==> src/rtl/instr_encoder_pkg.sv <==
// Shared encoding constants and the stage-1 request record for the instruction encoder.
package instr_encoder_pkg;

  // Format codes shared with the core's immediate decoder (imm_src)
  localparam logic [2:0] FMT_I = 3'b000;
  localparam logic [2:0] FMT_S = 3'b001;
  localparam logic [2:0] FMT_B = 3'b010;
  localparam logic [2:0] FMT_J = 3'b011;
  localparam logic [2:0] FMT_U = 3'b100;

  localparam logic [31:0] NOP_INSTR = 32'h0000_0013;

  localparam logic [6:0] OPC_OP_IMM = 7'h13;
  localparam logic [6:0] OPC_STORE  = 7'h23;
  localparam logic [6:0] OPC_BRANCH = 7'h63;
  localparam logic [6:0] OPC_JAL    = 7'h6F;
  localparam logic [6:0] OPC_LUI    = 7'h37;

  typedef struct packed {
    logic [2:0]  fmt;
    logic [6:0]  opcode;
    logic [4:0]  rd;
    logic [4:0]  rs1;
    logic [4:0]  rs2;
    logic [2:0]  funct3;
    logic [31:0] imm;
  } enc_req_t;

endpackage

==> src/rtl/instr_encoder_if.sv <==
// Request/response bus of the instruction encoder; master is the loader, slave is the encoder.
interface instr_encoder_if;

  logic        in_valid;
  logic        in_ready;
  logic [2:0]  in_fmt;
  logic [6:0]  in_opcode;
  logic [4:0]  in_rd;
  logic [4:0]  in_rs1;
  logic [4:0]  in_rs2;
  logic [2:0]  in_funct3;
  logic [31:0] in_imm;

  logic        out_valid;
  logic        out_ready;
  logic [31:0] out_instr;
  logic [31:0] out_addr;
  logic        out_err;

  modport master (
    output in_valid, in_fmt, in_opcode, in_rd, in_rs1, in_rs2, in_funct3, in_imm, out_ready,
    input  in_ready, out_valid, out_instr, out_addr, out_err
  );

  modport slave (
    input  in_valid, in_fmt, in_opcode, in_rd, in_rs1, in_rs2, in_funct3, in_imm, out_ready,
    output in_ready, out_valid, out_instr, out_addr, out_err
  );

endinterface

==> src/rtl/instr_encoder_imm_range_check.sv <==
// Immediate range/legality check: flags immediates the selected format cannot represent.
// Latency: combinational.
// Backpressure: none, pure function of fmt and imm.
module imm_range_check
  import instr_encoder_pkg::*;
(
  input  logic [2:0]  fmt,
  input  logic [31:0] imm,
  output logic        err
);

  logic fits_12;
  logic fits_13;
  logic fits_21;

  // A signed value fits in N bits when every bit from N-1 upward is a copy of the sign
  assign fits_12 = (&imm[31:11]) || !(|imm[31:11]);
  assign fits_13 = (&imm[31:12]) || !(|imm[31:12]);
  assign fits_21 = (&imm[31:20]) || !(|imm[31:20]);

  always_comb begin
    err = 1'b1;
    case (fmt)
      FMT_I, FMT_S: err = !fits_12;
      FMT_B:        err = !fits_13 || imm[0];
      FMT_J:        err = !fits_21 || imm[0];
      FMT_U:        err = |imm[11:0];
      default:      err = 1'b1;
    endcase
  end

endmodule

==> src/rtl/instr_encoder.sv <==
// RV32I instruction encoder: range-checks the immediate and packs fields into an addressed word.
// Latency: 2 cycles from input handshake to out_valid; 1 word/cycle throughput.
// Backpressure: skid-free ready chain, in_ready = !s1_valid || !s2_valid || out_ready.
module instr_encoder
  import instr_encoder_pkg::*;
#(
  parameter logic [31:0] BASE_ADDR = 32'h0000_0000,
  parameter int unsigned ERR_CNT_W = 8
) (
  input  logic                 clk,
  input  logic                 rst_n,
  instr_encoder_if.slave       bus,
  output logic [ERR_CNT_W-1:0] err_count
);

  enc_req_t    in_req;
  enc_req_t    s1_req;
  logic        in_err;
  logic        s1_valid;
  logic        s1_err;
  logic        s2_valid;
  logic        s2_err;
  logic [31:0] s2_instr;
  logic [31:0] addr_q;
  logic [31:0] packed_word;
  logic        s1_ready;
  logic        s2_ready;
  logic        in_fire;
  logic        s1_fire;
  logic        out_fire;

  assign in_req = '{
    fmt:    bus.in_fmt,
    opcode: bus.in_opcode,
    rd:     bus.in_rd,
    rs1:    bus.in_rs1,
    rs2:    bus.in_rs2,
    funct3: bus.in_funct3,
    imm:    bus.in_imm
  };

  imm_range_check u_range_check (
    .fmt (bus.in_fmt),
    .imm (bus.in_imm),
    .err (in_err)
  );

  assign s2_ready     = !s2_valid || bus.out_ready;
  assign s1_ready     = !s1_valid || s2_ready;
  assign bus.in_ready = s1_ready;

  assign in_fire  = bus.in_valid && s1_ready;
  assign s1_fire  = s1_valid && s2_ready;
  assign out_fire = s2_valid && bus.out_ready;

  always_ff @(posedge clk) begin
    if (!rst_n) begin
      s1_valid <= 1'b0;
      s1_err   <= 1'b0;
      s1_req   <= '0;
    end else begin
      if (s1_ready) s1_valid <= bus.in_valid;
      if (in_fire) begin
        s1_req <= in_req;
        s1_err <= in_err;
      end
    end
  end

  // Errored requests collapse to a NOP so the loader can stream them without a gap
  always_comb begin
    packed_word = NOP_INSTR;
    if (!s1_err) begin
      case (s1_req.fmt)
        FMT_I: packed_word = {s1_req.imm[11:0], s1_req.rs1, s1_req.funct3, s1_req.rd, s1_req.opcode};
        FMT_S: packed_word = {s1_req.imm[11:5], s1_req.rs2, s1_req.rs1, s1_req.funct3,
                              s1_req.imm[4:0], s1_req.opcode};
        FMT_B: packed_word = {s1_req.imm[12], s1_req.imm[10:5], s1_req.rs2, s1_req.rs1,
                              s1_req.funct3, s1_req.imm[4:1], s1_req.imm[11], s1_req.opcode};
        FMT_J: packed_word = {s1_req.imm[20], s1_req.imm[10:1], s1_req.imm[11],
                              s1_req.imm[19:12], s1_req.rd, s1_req.opcode};
        FMT_U: packed_word = {s1_req.imm[31:12], s1_req.rd, s1_req.opcode};
        default: packed_word = NOP_INSTR;
      endcase
    end
  end

  always_ff @(posedge clk) begin
    if (!rst_n) begin
      s2_valid <= 1'b0;
      s2_instr <= '0;
      s2_err   <= 1'b0;
    end else begin
      if (s2_ready) s2_valid <= s1_valid;
      if (s1_fire) begin
        s2_instr <= packed_word;
        s2_err   <= s1_err;
      end
    end
  end

  always_ff @(posedge clk) begin
    if (!rst_n) begin
      addr_q    <= BASE_ADDR;
      err_count <= '0;
    end else if (out_fire) begin
      addr_q <= addr_q + 32'd4;
      if (s2_err && !(&err_count)) err_count <= err_count + ERR_CNT_W'(1);
    end
  end

  assign bus.out_valid = s2_valid;
  assign bus.out_instr = s2_instr;
  assign bus.out_err   = s2_err;
  assign bus.out_addr  = addr_q;

endmodule

==> src/flat_wrapper.sv <==
// flat-port wrapper written by rule: the top's interface ports become plain ports
module instr_encoder_flat import instr_encoder_pkg::*;
#(
  parameter logic [31:0] BASE_ADDR = 32'h0000_0000,
  parameter int unsigned ERR_CNT_W = 8
)
  (clk, rst_n, err_count, bus_in_valid, bus_in_fmt, bus_in_opcode, bus_in_rd, bus_in_rs1, bus_in_rs2, bus_in_funct3, bus_in_imm, bus_out_ready, bus_in_ready, bus_out_valid, bus_out_instr, bus_out_addr, bus_out_err);
  instr_encoder_if bus_i ();
  input  logic clk;
  input  logic rst_n;
  output logic [ERR_CNT_W-1:0] err_count;
  input wire logic [$bits(bus_i.in_valid)-1:0] bus_in_valid;
  input wire logic [$bits(bus_i.in_fmt)-1:0] bus_in_fmt;
  input wire logic [$bits(bus_i.in_opcode)-1:0] bus_in_opcode;
  input wire logic [$bits(bus_i.in_rd)-1:0] bus_in_rd;
  input wire logic [$bits(bus_i.in_rs1)-1:0] bus_in_rs1;
  input wire logic [$bits(bus_i.in_rs2)-1:0] bus_in_rs2;
  input wire logic [$bits(bus_i.in_funct3)-1:0] bus_in_funct3;
  input wire logic [$bits(bus_i.in_imm)-1:0] bus_in_imm;
  input wire logic [$bits(bus_i.out_ready)-1:0] bus_out_ready;
  output wire logic [$bits(bus_i.in_ready)-1:0] bus_in_ready;
  output wire logic [$bits(bus_i.out_valid)-1:0] bus_out_valid;
  output wire logic [$bits(bus_i.out_instr)-1:0] bus_out_instr;
  output wire logic [$bits(bus_i.out_addr)-1:0] bus_out_addr;
  output wire logic [$bits(bus_i.out_err)-1:0] bus_out_err;
  assign bus_i.in_valid = bus_in_valid;
  assign bus_i.in_fmt = bus_in_fmt;
  assign bus_i.in_opcode = bus_in_opcode;
  assign bus_i.in_rd = bus_in_rd;
  assign bus_i.in_rs1 = bus_in_rs1;
  assign bus_i.in_rs2 = bus_in_rs2;
  assign bus_i.in_funct3 = bus_in_funct3;
  assign bus_i.in_imm = bus_in_imm;
  assign bus_i.out_ready = bus_out_ready;
  assign bus_in_ready = bus_i.in_ready;
  assign bus_out_valid = bus_i.out_valid;
  assign bus_out_instr = bus_i.out_instr;
  assign bus_out_addr = bus_i.out_addr;
  assign bus_out_err = bus_i.out_err;
  instr_encoder #(.BASE_ADDR(BASE_ADDR), .ERR_CNT_W(ERR_CNT_W)) u_core (.clk(clk), .rst_n(rst_n), .bus(bus_i), .err_count(err_count));
endmodule
==> config.mk <==
export PLATFORM = sky130hd
export DESIGN_NAME = instr_encoder_flat
export DESIGN_NICKNAME = d
export VERILOG_FILES = /design/src/rtl/instr_encoder_pkg.sv /design/src/rtl/instr_encoder_if.sv /design/src/rtl/instr_encoder_imm_range_check.sv /design/src/rtl/instr_encoder.sv /design/src/flat_wrapper.sv
export SDC_FILE = /design/constraint.sdc
export NUM_CORES = 1
export LEC_CHECK = 0
export ABC_AREA = 1
export BUFFER_PORTS_ARGS = -buffer_cell sky130_fd_sc_hd__clkbuf_2
export CORE_MARGIN = 5
export CORE_UTILIZATION = 25
export CTS_BUF_LIST = sky130_fd_sc_hd__clkbuf_8
export DETAILED_ROUTE_END_ITERATION = 8
export GPL_ROUTABILITY_DRIVEN = 0
export PLACE_DENSITY = 0.49
export SYNTH_ARGS = -nofsm -noshare
export SYNTH_HDL_FRONTEND = slang
export SYNTH_SLANG_ARGS = --single-unit
==> constraint.sdc <==
create_clock -name clk -period 1.9 [get_ports clk]
set_clock_uncertainty 0.15 [all_clocks]
set_input_delay 0.38 -clock clk [delete_from_list [all_inputs] [get_ports clk]]
set_output_delay 0.38 -clock clk [all_outputs]
set_load 0.1 [all_outputs]
After elaboration in Yosys (flattened, before gate mapping)
Index checks and enable logic that the tools add are counted.
Operators by class
  reduce and logical (&&, ||, !) cells: 32
  muxes and demuxes: 3
  add/sub/neg operators: 2
  equal/unequal tests: 8
Operators with widths (count)
  32-bit one-hot mux with 5 select lines: 1
  32-bit by 3-bit adder with 32-bit output, second input constant: 1
  32-bit 2-to-1 mux: 1
  12-bit OR reduction: 2
  21-bit AND reduction: 1
  21-bit OR reduction: 1
  20-bit AND reduction: 1
  20-bit OR reduction: 1
  3-bit by 2-bit equality test with 1-bit output, second input constant: 4
  12-bit AND reduction: 1
  1-bit logical NOT: 9
  8-bit by 1-bit adder with 8-bit output, second input constant: 1
  8-bit AND reduction: 1
  1-bit logical OR: 7
  3-bit by 1-bit equality test with 1-bit output, second input constant: 2
  3-bit equality test, second input constant: 2
  3-bit logical NOT: 2
  1-bit logical AND: 4
  1-bit one-hot mux with 4 select lines: 1
  2-bit AND reduction: 1
  2-bit OR reduction: 1
Storage, ports and cells
  flip-flop bits (word level): 136
  word-level logic and storage cells: 59

Depth between registers and ports, before layout
Gate-level depths: netlist (run 1).
  depth in word-level cells: 6
  mapped depth: 11
  gate-level depth less buffers: 11

By module
Synthesis (run 1) repeated with hierarchy kept, for this count alone.
Unflattened totals
  cells, all modules: 905
  area, all modules: 6109.6 um^2
Modules (own cells, without submodules)
  instr_encoder: area an instance 5794.3 um^2, cells an instance 826, times used 1
  imm_range_check: area an instance 315.3 um^2, cells an instance 79, times used 1

Worst setup path after synthesis (run 1)
OpenSTA, ideal clock, no wires.
  path kind: register to register
  from: register u_core.s2_valid, in the netlist u_core.bus.out_valid
  to: register u_core.s1_valid
  setup time: 160 ps
  arrival: 2896 ps
  cell stages (with the launch flop): 6
  slack: -1306 ps
  path buffers: 2
  required time: 1590 ps
  cells stage by stage: dfxtp_1 -> nand3_1 -> nand2_1 -> buf_2 -> buf_1 -> a21oi_1
On the way
  cells in the longest elaborated chain, start to end: 3
Ends and longest elaborated chain
  from (decl): line instr_encoder.sv:21  | logic s2_valid;
  from (signal assigned): line instr_encoder.sv:94  | if (s2_ready) s2_valid <= s1_valid;
  1-bit logical NOT: line instr_encoder.sv:48  | assign s2_ready = !s2_valid || bus.out_ready;
  1-bit logical OR: line instr_encoder.sv:48
  1-bit logical OR: line instr_encoder.sv:49  | assign s1_ready = !s1_valid || s2_ready;
  via bus_in_ready: line flat_wrapper.sv:21  | output wire logic [$bits(bus_i.in_ready)-1:0] bus_in_ready;
  to (signal assigned): line instr_encoder.sv:62  | if (s1_ready) s1_valid <= bus.in_valid;
  to (decl): line instr_encoder.sv:19  | logic s1_valid;
The timed path passes the listed nets, and every way through them passes these cells.
A chain may end at the register's enable or synchronous reset.

Worst setup path in the final report (run 1)
  from: register u_core.s2_instr[24], in the netlist u_core.bus.out_instr[24]
  to: output bus_out_instr[24]
RTL lines
  from (decl): line instr_encoder.sv:23  | logic [31:0] s2_instr;
  from (signal assigned): line instr_encoder.sv:96  | s2_instr <= packed_word;
  to (decl): line flat_wrapper.sv:23  | output wire logic [$bits(bus_i.out_instr)-1:0] bus_out_instr;
No word-level cell between the ends.

==> results.toml, run 1 <==
[run_status]
status = "finished clean"

[yosys]
async_reset_ff_share_pct = 0
ys_ff_latch = 134
seq_area_frac_synth_pct = 43.8
synth_warnings = 0
yosysUniqueCellTypes = 37
synth_edf_count = 0
syn_avg_cell_area_um2 = 7.04
ys.flop_type = "dfxtp_1"
synthCells = 871
syn_area_um2 = 6130

[final_layout]
seq_area_um2 = 2740
multi_input_area_um2 = 2960
area_growth_pct = 26.2
instances_no_fill = 1347
n_fill_cell = 2725
nets = 1075
layout-drive-gt1-share_pct = 28.6

[floorplan]
rows = 57
die_w_um = 167
die_y_um = 167
ios = 139
initial_core_util_pct = 25.3
fp.coreArea_um2 = 24200
dieArea_um2 = 27800

[power_and_ir_drop]
combPwrFrac_pct = 13.6
p_sw_mw = 2.00
intPower_mw = 4.25
leakagePower_nw = 3.17
power_density_nw_per_um2 = 808
p_clk_share_pct = 38.8
swShare_pct = 32.0
ir_drop_mv = 0.357
sequentialPowerShare_pct = 47.7

[detailed_routing]
wl_per_cell_um = 13.5
drc_errors = 0
drtIter0Drc = 333
ant_nets = 0
routed-via-count = 5792
wirelength_um = 18100
avgViaCountPerCell = 4.30
firstDrtPassIters = 4

[placed_design]
hpwl_um = 13900
io_buffers = 136
placedCellCount = 1314

[global_route]
grt_first_pass_wirelength_um = 29900
grt_max_degree = 46
grt.total_usage_pct = 13.2
grt_pass1_vias = 5733
grt_remaining_overflow = 0
antenna_found_initial = 0

[clocking]
cts_max_level = 4
clockRootBuffer = "clkbuf_8"
cts_made_buffers = 17
cts_hold_buf = 0
cts_tree = "built"
clkTransAtPathRegs_ns = 0.09
clock_latency_ns = 0.45
clk_path_buf_depth = 2
clock_sinks = 134

[critical_path]
cpMaxStageDelayCell = "clkbuf_2"
cp_data_required_time_ns = 1.37
cp.arrival_ns = 1.31
timing.critical_path.from_type = "flip-flop"
max_stage_delay_ns = 0.48
crit_buf_inv = 1
cp-end-kind = "output pin"
rrSetupSlack_ns = 0.11
r2r_start = "u_core.s1_req[57]"
path_delay_family = "buffers and inverters"
worst_r2r_endpoint = "u_core.bus.out_instr[19]"
cp_cell_sequence = "clkbuf_2"
path_max_fanout = 2
worst-r2r-cell-count = 7
worst-setup-path-type = "reg -> out"

[hold_path]
hold_start = "bus_in_opcode[5]"
holdPathEnd = "u_core.s1_req[55]"
hp-class = "in -> reg"
hold_path_depth = 3

[timing]
min_period_ns = 1.84
fmax_mhz = 543
tightest_slew_ns = 0.595
finalCritPeriodShare_pct = 96.9
rsz0062_at_grt = "false"
slew_violations = 0
finalSetupViolations = 0
relSlewSlack_pct = 60.5
setup_tns_ns = 0
hold_violations = 0

[run]
cap_violations = 0
==> worst max path at each step <==
| stage | end | slack [ns] | start | depth (start not counted) |
|---|---|---|---|---|
| after floorplan | u_core.bus.out_addr[24] | 0.004 | u_core.bus.out_addr[2] | 9 |
| after global placement | u_core.bus.out_instr[19] | 0.10 | u_core.s1_req[59] | 7 |
| after detailed placement | u_core.bus.out_instr[19] | 0.12 | u_core.s1_req[57] | 7 |
| after CTS | bus_out_addr[31] | 0.003 | u_core.bus.out_addr[31] | 1 |
| after global routing | bus_out_addr[19] | 0.002 | u_core.bus.out_addr[19] | 1 |
| final | bus_out_instr[24] | 0.06 | u_core.bus.out_instr[24] | 1 |
==> layer usage <==
layer,vias to the layer above,global-route usage (%),wire [µm]
li1,3072,-,-
met3,15,3.13,873
met1,2569,17.6,8590
met2,136,21.9,8500
met5,-,0,0
met4,0,3.17,175
==> cell usage after synthesis (2+ instances only) <==
cell,count,area share (%)
or2_2,2,0.20
a21oi_1,75,6.1
nand3b_1,4,0.49
nor2_2,2,0.20
buf_1,4,0.24
nand2_1,190,12
nand2_2,22,2.2
nand2_4,3,0.55
a22oi_1,2,0.24
clkbuf_1,20,1.2
o2111ai_1,2,0.29
nor2_4,7,1.3
xor2_1,3,0.43
clkinv_1,2,0.12
o22ai_1,12,1.2
buf_2,7,0.57
ha_1,2,0.41
inv_1,89,5.5
inv_2,3,0.18
buf_4,2,0.24
buf_6,2,0.37
o21ai_0,91,7.4
o21ba_2,2,0.33
nor3_1,6,0.49
dfxtp_1,134,44
a21oi_2,17,2.4
nand3_2,3,0.49
nand3_1,17,1.4
nand4_1,5,0.51
o211ai_1,2,0.24
nor2_1,133,8.1
==> state kept, by name (all words and copies together) (netlist names) <==
register	flops
u_core.bus.out_addr	30
u_core.bus.out_err	1
u_core.bus.out_instr	32
u_core.bus.out_valid	1
u_core.err_count	8
u_core.s1_err	1
u_core.s1_req	60
u_core.s1_valid	1
==> cells by family after synthesis <==
kind of cell	synth area share [%]
XOR/XNOR	0.429
buffers and inverters	8.51
AO/OA/AOI/OAI	18.8
adder cells (fa/ha/maj)	0.408
other	0.0612
AND/OR/NAND/NOR	28.0
flip-flops	43.8
==> layout by cell type (no fill, tap or decap), types with 4 or more instances in the layout <==
master,Yosys,routed
a21oi_1,75,75
a21oi_2,17,17
buf_12,0,4
buf_2,7,10
buf_4,2,14
clkbuf_2,0,121
clkbuf_4,0,4
clkbuf_8,0,17
dfxtp_1,134,96
dfxtp_2,0,33
dfxtp_4,0,5
inv_1,89,89
inv_2,3,4
inv_6,0,4
inv_8,0,5
nand2_1,190,189
nand2_2,22,23
nand3_1,17,15
nand3_2,3,4
nand3b_1,4,4
nand4_1,5,5
nor2_1,133,133
nor2_4,7,7
nor3_1,6,6
o21ai_0,91,91
o22ai_1,12,12
==> worst min-delay path, delay by kind of cell <==
kind            cells  cell delay, ns
compound gates      1            0.07
simple gates        1            0.08
buf+inv             1            0.08
==> stage by stage <==
step	total power [mW]	hold slack [ns]	instance area (µm²)	utilization, %	setup WS [ns]
CTS	6.36	0.00577	7720	31.9	0.00263
global route	6.58	0.0186	7730	31.9	0.00250
detailed placement	3.91	0.291	7320	30.2	0.118
finish	6.25	0.0360	7730	31.9	0.0588
floorplan	3.63	0.274	6220	-	0.00450
global placement	3.91	0.285	7320	30.2	0.102
==> final cells by class <==
cell class	count	share of cell area, %
repair buffers	153	11.3
inverters	95	4.64
diodes	1	0.0324
clock inverters	15	2.05
clock buffers	17	3.02
well taps	324	5.24
flip-flops and latches	134	35.5
multi-input cells	608	38.3
==> power groups by stage <==
stage / Combinational, mW / Sequential (mW) / Clock (mW)
after floorplan: 0.412 / 3.22 / 0
after global placement: 0.861 / 3.05 / 0
after detailed placement: 0.861 / 3.05 / 0
after CTS: 0.863 / 2.98 / 2.52
after global routing: 0.939 / 2.99 / 2.65
final: 0.847 / 2.98 / 2.43
==> repair_timing <==
action,in CTS,in global routing
buffers inserted,0,0
gates resized for setup,3,13
pin swaps,0,0
endpoints found under the setup margin,3,15
Power figures use the tool's default switching activity.
==> inputs of run 2 (changes only) <==
==> constraint.sdc (replaced) <==
create_clock -name clk -period 1.9 [get_ports clk]
set_clock_uncertainty 0.15 [all_clocks]
set_input_delay 0.57 -clock clk [delete_from_list [all_inputs] [get_ports clk]]
set_output_delay 0.57 -clock clk [all_outputs]
set_load 0.1 [all_outputs]
==> results.toml, run 2 (synthesis gave the netlist of run 1 again) <==
[timing]
slew_violations = 0
rsz0062_at_grt = "false"
fmax_mhz = 545
finalSetupViolations = 0
hold_violations = 0
min_period_ns = 1.83
finalCritPeriodShare_pct = 96.5
fin_hold_ws_ns = 0.242

[power_and_ir_drop]
power_density_nw_per_um2 = 745
leakagePower_nw = 3.32
ir_drop_mv = 0.288

[detailed_routing]
drc_errors = 0
avgViaCountPerCell = 4.26
wl_per_cell_um = 13.4
drtIter0Drc = 351
wirelength_um = 18200
routed-via-count = 5788
ant_nets = 0
firstDrtPassIters = 4

[critical_path]
worst-setup-path-type = "reg -> out"
cpMaxStageDelayCell = "dfxtp_1"
cp-end-kind = "output pin"
timing.critical_path.from_type = "flip-flop"
cp_data_required_time_ns = 1.18
crit_buf_inv = 1
rrSetupSlack_ns = 0.17
cp.arrival_ns = 1.11
path_max_fanout = 2
crit_start = "u_core.bus.out_instr[24]"
path_delay_family = "flip-flops"
max_stage_delay_ns = 0.37
cp_cell_sequence = "buf_4"
cp.depth = 1
critPathCapture = "bus_out_instr[24]"
worst_r2r_endpoint = "u_core.bus.out_addr[22]"
r2r_start = "u_core.bus.out_addr[2]"
worst-r2r-cell-count = 11

[hold_path]
hp-class = "in -> reg"

[final_layout]
instances_no_fill = 1358
layout-drive-gt1-share_pct = 29.7
regMostFlops = "u_core.s1_req"
final_cell_mix = "nand2_1, nor2_1, dfxtp_1, o21ai_0, inv_1"
num_antenna_cells = 0
nets = 1087
layout_commonest_cell = "nand2_1"
largest_reg_flops = 60
area_growth_pct = 33.0
n_fill_cell = 2681

[global_route]
grt_first_pass_wirelength_um = 29600
grt.total_usage_pct = 13.2
grt_pass1_vias = 5622
grt_remaining_overflow = 0
antenna_found_initial = 0
grt_max_degree = 61

[clocking]
clock_latency_ns = 0.44
clk_path_buf_depth = 2
clockRootBuffer = "clkbuf_8"
cts_max_level = 4
cts_hold_buf = 0
cts_made_buffers = 17
clkTransAtPathRegs_ns = 0.08
clock_sinks = 134
cts_tree = "built"

[run]
cap_violations = 0

[placed_design]
io_buffers = 136
placedCellCount = 1324
hpwl_um = 14000

[floorplan]
dieArea_um2 = 27800
initial_core_util_pct = 25.3
die_y_um = 167
ios = 139
die_w_um = 167
fp.coreArea_um2 = 24200
rows = 57

[run_status]
status = "finished clean"
run 2: routing by layer:
metal	track usage [%]	vias up	share of wire, %
met3	3.67	6	4.4
met2	21.6	119	47
li1	-	3091	-
met4	2.45	0	0.58
met5	0	-	0
met1	17.5	2572	49
run 2: through the flow:
stage | instance area (µm²) | TNS (ns) | total power [mW] | util, % | setup WS (ns)
floorplan | 6220 | 0 | 3.63 | - | 0.00284
global placement | 7650 | -0.00157 | 3.95 | 31.6 | -0.00157
detailed placement | 7650 | -0.00387 | 3.95 | 31.6 | -0.00387
CTS | 8050 | 0 | 6.16 | 33.2 | 0.00165
global route | 8150 | 0 | 6.40 | 33.6 | 0.000492
finish | 8150 | 0 | 6.07 | 33.6 | 0.0662
run 2: worst min path at each step:
stage | slack (ns) | to | start | depth (start not counted)
2_1_floorplan | 0.27 | u_core.s1_req[10] | u_core.s1_req[10] | 2
3_3_place_gp | 0.28 | u_core.s1_req[7] | u_core.s1_req[7] | 2
3_5_place_dp | 0.29 | u_core.s1_req[7] | u_core.s1_req[7] | 2
4_1_cts | 0.20 | u_core.s1_req[38] | bus_in_rs2[3] | 3
5_1_grt | 0.20 | u_core.s1_err | bus_in_fmt[1] | 3
6_report | 0.24 | u_core.s1_req[38] | bus_in_rs2[3] | 3
run 2: power by group:
group	switching, mW	internal (mW)
clock network	1.25	0.930
registers	0.0622	2.92
logic	0.620	0.282
run 2: cell type report:
type	count	area, µm²	share of cell area (%)
Clock buffer	17	234	2.87
Clock inverter	15	118	1.44
Inverter	95	359	4.41
Multi-Input combinational cell	608	2960	36.4
Sequential cell	134	2750	33.7
Tap cell	324	405	4.97
Timing Repair Buffer	165	1320	16.2
run 2: timing repair:
action	4_1_cts	5_1_grt
pin swaps	0	1
gates resized for setup	4	29
endpoints found under the hold margin	0	0
endpoints found under the setup margin	5	29
setup buffers	2	0
